<file path="src/rtl/ps2_move_decoder_pkg.sv">
// Shared constants for the PS/2 move decoder: direction codes, scancodes,
// parser state encoding and the direction lookup payload.
package ps2_move_decoder_pkg;

  localparam int unsigned DIR_W  = 3;
  localparam int unsigned BYTE_W = 8;

  // Direction codes as already decoded by the game controller
  localparam logic [DIR_W-1:0] DIR_NONE  = 3'd0;
  localparam logic [DIR_W-1:0] DIR_LEFT  = 3'd1;
  localparam logic [DIR_W-1:0] DIR_RIGHT = 3'd2;
  localparam logic [DIR_W-1:0] DIR_UP    = 3'd3;
  localparam logic [DIR_W-1:0] DIR_DOWN  = 3'd4;

  localparam logic [BYTE_W-1:0] SC_EXT = 8'hE0;
  localparam logic [BYTE_W-1:0] SC_BRK = 8'hF0;

  localparam logic [BYTE_W-1:0] SC_ARROW_LEFT  = 8'h6B;
  localparam logic [BYTE_W-1:0] SC_ARROW_RIGHT = 8'h74;
  localparam logic [BYTE_W-1:0] SC_ARROW_UP    = 8'h75;
  localparam logic [BYTE_W-1:0] SC_ARROW_DOWN  = 8'h72;

  localparam logic [BYTE_W-1:0] SC_KEY_A = 8'h1C;
  localparam logic [BYTE_W-1:0] SC_KEY_D = 8'h23;
  localparam logic [BYTE_W-1:0] SC_KEY_W = 8'h1D;
  localparam logic [BYTE_W-1:0] SC_KEY_S = 8'h1B;

  typedef enum logic [1:0] {
    PS_IDLE    = 2'd0,
    PS_EXT     = 2'd1,
    PS_BRK     = 2'd2,
    PS_EXT_BRK = 2'd3
  } parse_state_e;

  typedef struct packed {
    logic             is_dir;
    logic [DIR_W-1:0] dir;
  } dir_lut_t;

  // States in which the next byte belongs to the E0-extended code page
  function automatic logic is_ext_state(input parse_state_e s);
    return (s == PS_EXT) || (s == PS_EXT_BRK);
  endfunction

endpackage

</file>
<file path="src/rtl/ps2_dir_lut.sv">
// Combinational scancode-to-direction map, shared by the make and break paths.
module ps2_dir_lut
  import ps2_move_decoder_pkg::*;
#(
  parameter int unsigned ENABLE_WASD = 1
) (
  input  logic [BYTE_W-1:0] ps2_byte,
  input  logic              ext,
  output dir_lut_t          lut
);

  always_comb begin
    lut = '0;
    if (ext) begin
      case (ps2_byte)
        SC_ARROW_LEFT:  lut = '{is_dir: 1'b1, dir: DIR_LEFT};
        SC_ARROW_RIGHT: lut = '{is_dir: 1'b1, dir: DIR_RIGHT};
        SC_ARROW_UP:    lut = '{is_dir: 1'b1, dir: DIR_UP};
        SC_ARROW_DOWN:  lut = '{is_dir: 1'b1, dir: DIR_DOWN};
        default:        lut = '0;
      endcase
    end else if (ENABLE_WASD != 0) begin
      case (ps2_byte)
        SC_KEY_A: lut = '{is_dir: 1'b1, dir: DIR_LEFT};
        SC_KEY_D: lut = '{is_dir: 1'b1, dir: DIR_RIGHT};
        SC_KEY_W: lut = '{is_dir: 1'b1, dir: DIR_UP};
        SC_KEY_S: lut = '{is_dir: 1'b1, dir: DIR_DOWN};
        default:  lut = '0;
      endcase
    end
  end

endmodule

</file>
<file path="src/rtl/ps2_move_decoder.sv">
// Decodes PS/2 make/break sequences into a latched 3-bit move code that the
// game controller consumes with key_ack.
module ps2_move_decoder
  import ps2_move_decoder_pkg::*;
#(
  parameter int unsigned TIMEOUT_CYCLES = 50000,
  parameter int unsigned TW             = $clog2(TIMEOUT_CYCLES),
  parameter int unsigned REPEAT         = 1,
  parameter int unsigned ENABLE_WASD    = 1
) (
  input  logic              clk,
  input  logic              resetn,
  input  logic [BYTE_W-1:0] ps2_byte,
  input  logic              ps2_byte_valid,
  input  logic              key_ack,
  output logic [DIR_W-1:0]  move,
  output logic              move_pending,
  output logic [DIR_W-1:0]  held_dir,
  output logic [1:0]        decode_state
);

  parse_state_e     state;
  logic [TW-1:0]    idle_cnt;
  logic [DIR_W-1:0] pending;
  logic             ext;
  dir_lut_t         lut;
  logic             make_evt;
  logic             break_evt;

  assign ext = is_ext_state(state);

  ps2_dir_lut #(
    .ENABLE_WASD(ENABLE_WASD)
  ) u_dir_lut (
    .ps2_byte(ps2_byte),
    .ext     (ext),
    .lut     (lut)
  );

  // A direction byte completes a make in IDLE/EXT and a break in BRK/EXT_BRK
  assign make_evt  = ps2_byte_valid && lut.is_dir &&
                     ((state == PS_IDLE) || (state == PS_EXT));
  assign break_evt = ps2_byte_valid && lut.is_dir &&
                     ((state == PS_BRK) || (state == PS_EXT_BRK));

  assign decode_state = state;

  always_ff @(posedge clk or negedge resetn) begin
    if (!resetn) begin
      state        <= PS_IDLE;
      idle_cnt     <= '0;
      pending      <= DIR_NONE;
      move         <= DIR_NONE;
      move_pending <= 1'b0;
      held_dir     <= DIR_NONE;
    end else begin
      // Sequence parser with mid-sequence idle timeout
      if (ps2_byte_valid) begin
        idle_cnt <= '0;
        case (state)
          PS_IDLE: begin
            if (ps2_byte == SC_EXT) begin
              state <= PS_EXT;
            end else if (ps2_byte == SC_BRK) begin
              state <= PS_BRK;
            end
          end
          PS_EXT: begin
            if (ps2_byte == SC_BRK) begin
              state <= PS_EXT_BRK;
            end else if (ps2_byte == SC_EXT) begin
              state <= PS_EXT;
            end else begin
              state <= PS_IDLE;
            end
          end
          default: state <= PS_IDLE;
        endcase
      end else if (state == PS_IDLE) begin
        idle_cnt <= '0;
      end else if (idle_cnt == TW'(TIMEOUT_CYCLES - 1)) begin
        state    <= PS_IDLE;
        idle_cnt <= '0;
      end else begin
        idle_cnt <= idle_cnt + TW'(1);
      end

      // Ack consumes pre-edge latch values; a same-cycle make re-arms after it
      if (key_ack) begin
        if (move_pending) begin
          move <= pending;
        end else if (REPEAT != 0) begin
          move <= held_dir;
        end else begin
          move <= DIR_NONE;
        end
        move_pending <= 1'b0;
      end

      if (make_evt) begin
        pending      <= lut.dir;
        move_pending <= 1'b1;
        held_dir     <= lut.dir;
      end else if (break_evt && (held_dir == lut.dir)) begin
        held_dir <= DIR_NONE;
      end
    end
  end

endmodule
</file>
<file path="config.mk">
export PLATFORM = sky130hd
export DESIGN_NAME = ps2_move_decoder
export DESIGN_NICKNAME = d
export VERILOG_FILES = /design/src/rtl/ps2_move_decoder_pkg.sv /design/src/rtl/ps2_dir_lut.sv /design/src/rtl/ps2_move_decoder.sv
export SDC_FILE = /design/constraint.sdc
export NUM_CORES = 1
export LEC_CHECK = 0
export BUFFER_PORTS_ARGS = -buffer_cell sky130_fd_sc_hd__buf_2
export CAP_MARGIN = 40
export CORE_MARGIN = 1
export CORE_UTILIZATION = 56
export DETAILED_ROUTE_END_ITERATION = 8
export GPL_TIMING_DRIVEN = 0
export PLACE_DENSITY = 0.78
export SLEW_MARGIN = 20
export SYNTH_ARGS = -nofsm -noshare
export SYNTH_HDL_FRONTEND = slang
export SYNTH_SLANG_ARGS = --single-unit
</file>
<file path="constraint.sdc">
create_clock -name clk -period 2.2 [get_ports clk]
set_input_delay 0.22 -clock clk [delete_from_list [all_inputs] [get_ports clk]]
set_output_delay 0.22 -clock clk [all_outputs]
set_load 0.01 [all_outputs]
</file>
==> flow_summary_export.csv <==
group,metric,value,unit
logic_synthesis,synth.distinct_cells,44,
logic_synthesis,yosysTopAreaCellShare,0.451,
sta,setup_viol,0,
logic_synthesis,async_reset_ff_frac,1.00,
logic_synthesis,synth_common_cells,"dfrtp_1 (28), nor2_1 (24), nand2_1 (9), xor2_1 (9), xnor2_1 (8)",
cells_and_area,final_cells,206,
logic_synthesis,ys_ff_latch,28,
clock_tree,clkLatencyLatePin,330,ps
cells_and_area,synthToLayoutAreaGrowth,11.9,%
placed_design,port_buffers,20,
sta,slew_headroom,0.599,
global_route,grt_pass1_wl,4.93,mm
placed_design,dp_hpwl,2.23,mm
clock_tree,cts_made_buffers,3,
floorplan,die-area,0.00299,mm²
clock_tree,clock-root-buffer,"clkbuf_4",
global_route,grt_pass1_vias,1143,
floorplan,dieHeight,54.7,µm
logic_synthesis,yosysWarnings,0,
cells_and_area,diodes,0,
worst_setup_path,critPathArrivalTime,2250,ps
clock_tree,clock_path_buffers,2,
floorplan,start_util,0.610,
power_and_ir_drop,peakVddDrop,0.352,mV
worst_hold_path,holdCritPathClass,"input port to flip-flop",
logic_synthesis,synth_flop_cell,"dfrtp_1",
clock_tree,cts.sinks,28,
floorplan,die_x,54.7,µm
logic_synthesis,synth_area_leaders,"dfrtp_1 (45%), nor2_1 (5.8%), xor2_1 (5.1%)",
logic_synthesis,synth_area_per_cell,10.3,µm²
placed_design,dp_cells,201,
job,cap_violations,0,
detailed_routing,routedWlPerCell,14.2,µm
power_and_ir_drop,powerDensity,480,mW/mm²
cells_and_area,ff_latch_area,701,µm²
logic_synthesis,syn-cell-area,0.00155,mm²
detailed_routing,drt-pass1-iter-count,4,
status,status,"finished, final reports clean",
sta,fmaxAchievable,505,MHz
cells_and_area,fin_util,0.683,
logic_synthesis,postSynthCellCount,151,
detailed_routing,detail-route-antenna-nets,0,
global_route,grt_max_degree,29,
sta,fin_crit_sh,0.899,
worst_setup_path,crit_type,"flip-flop to flip-flop",
global_route,antenna_found_initial,0,
placed_design,pre_cts_ws,175,ps
clock_tree,h-tree-depth,1,
clock_tree,cts_tree,"yes",
detailed_routing,drt_iter0_drc,14,
floorplan,ios,21,
sta,tightest_slew,602,ps
floorplan,fp-row-count,18,
cells_and_area,final_net_count,190,
power_and_ir_drop,p_leak,0.000792,µW
logic_synthesis,yosysSeqAreaShare,0.451,
floorplan,fp.coreArea,0.00254,mm²
detailed_routing,wl,2.92,mm
placed_design,globalplace.congestion,0.852,
logic_synthesis,post-synth-top-area-cell,"dfrtp_1",
detailed_routing,dr_total_vias,1203,
logic_synthesis,synth_enable_flop_cells,0,
worst_setup_path,required,2470,ps
cells_and_area,fillers,211,
logic_synthesis,synth_fp_nets,164,
sta,fin_tns_setup,0,ps
sta,finalCriticalPeriod,1980,ps
sta,fin_skew,4.43,ps
sta,setup_slack,221,ps
sta,rsz0062_at_grt,"no",
global_route,grt_overflow,0,
power_and_ir_drop,finalPower,835,µW
worst_setup_path,crit_path_end_kind,"flip-flop",
detailed_routing,drc,0,
sta,hold_violations,0,
cells_and_area,multi_input_area,832,µm²
sta,slew_viol_final,0,
worst_setup_path,cp_max_fo,10,
global_route,track_usage,0.236,
detailed_routing,vias_per_cell,5.84,
clock_tree,clkTransAtPathRegs,140,ps
worst_setup_path,start_kind,"flip-flop",
cells_and_area,drive_above_1_share,0.193,
logic_synthesis,yosysMostFrequentCell,"dfrtp_1",
-- final timing paths --
kind	startpoint	endpoint	slack [ps]	cells after the start
setup / recovery	idle_cnt[0]	idle_cnt[10]	220	6
hold / removal	key_ack	move_pending	130	2
setup reg to reg	idle_cnt[0]	idle_cnt[10]	220	6
hold reg to reg	idle_cnt[0]	idle_cnt[0]	500	1
max in group asynchronous	resetn	idle_cnt[14]	1400	2
min in group asynchronous	resetn	pending[2]	410	2
-- sequential cells by signal (all words and copies together), names as in the netlist --
| register | count |
|---|---|
| decode_state | 2 |
| pending | 3 |
| idle_cnt | 16 |
| move_pending | 1 |
| held_dir | 3 |
| move | 3 |
-- logic make-up (layout without fill, tap and decap cells) --
logic type / Yosys count / after routing / share of synthesized area
simple gates: 74 / 74 / 0.278
compound gates: 18 / 18 / 0.0878
buf+inv: 5 / 30 / 0.0129
mux: 8 / 8 / 0.0661
xor+xnor: 17 / 17 / 0.0959
flops: 28 / 28 / 0.451
fa+ha+maj: 1 / 1 / 0.00806
-- routing by layer --
metal	global-route usage	up-vias	part of all wire
met5	0	-	0
met4	0.0983	0	0.019
met3	0.0333	5	0.028
met2	0.380	23	0.48
met1	0.315	584	0.48
li1	-	591	-
-- cell type report --
class	count	share of cell area
Timing Repair Buffer	21	0.0634
Multi-Input combinational cell	118	0.479
Clock buffer	4	0.0209
Inverter	3	0.00648
Tap cell	30	0.0216
Buffer	2	0.00576
Sequential cell	28	0.403
-- power breakdown --
part | switching (µW) | total, µW | leakage [µW] | internal, µW
clock network | 146 | 247 | 0.0000210 | 101
logic | 39.5 | 65.2 | 0.000384 | 25.7
registers | 3.03 | 522 | 0.000387 | 519
-- metrics by stage --
stage | hold slack (ps) | cell area, µm²
6_report | 128 | 1740
4_1_cts | 121 | 1740
5_1_grt | 123 | 1740
2_1_floorplan | -75.6 | 1550
3_3_place_gp | 252 | 1690
3_5_place_dp | 262 | 1690
-- cell usage in the layout, fill, tap and decap left out, drive strengths merged, types with 4 or more instances in the layout --
cell type	n
dfrtp	28
nand2	9
o21ai	4
nand3	6
nor2	24
clkbuf	5
and3	5
mux2i	6
buf	21
xnor2	8
xor2	9
nor3	4
nand2b	4
-- critical path: stages (launching register included) --
cell      delay, ps
dfrtp_1         440
ha_1            240
and3_1          230
a41oi_1         340
o21ai_1         260
clkbuf_2        260
nor2_1          140
-- what timing repair did --
item                                    in CTS  in global routing
buffers inserted                             0                  0
hold buffers                                 1                  0
hold endpoints to repair                    28                  0
resized for setup                            0                  2
endpoints found under the setup margin       0                  9
Note: power is estimated with default switching activity, not from simulation.
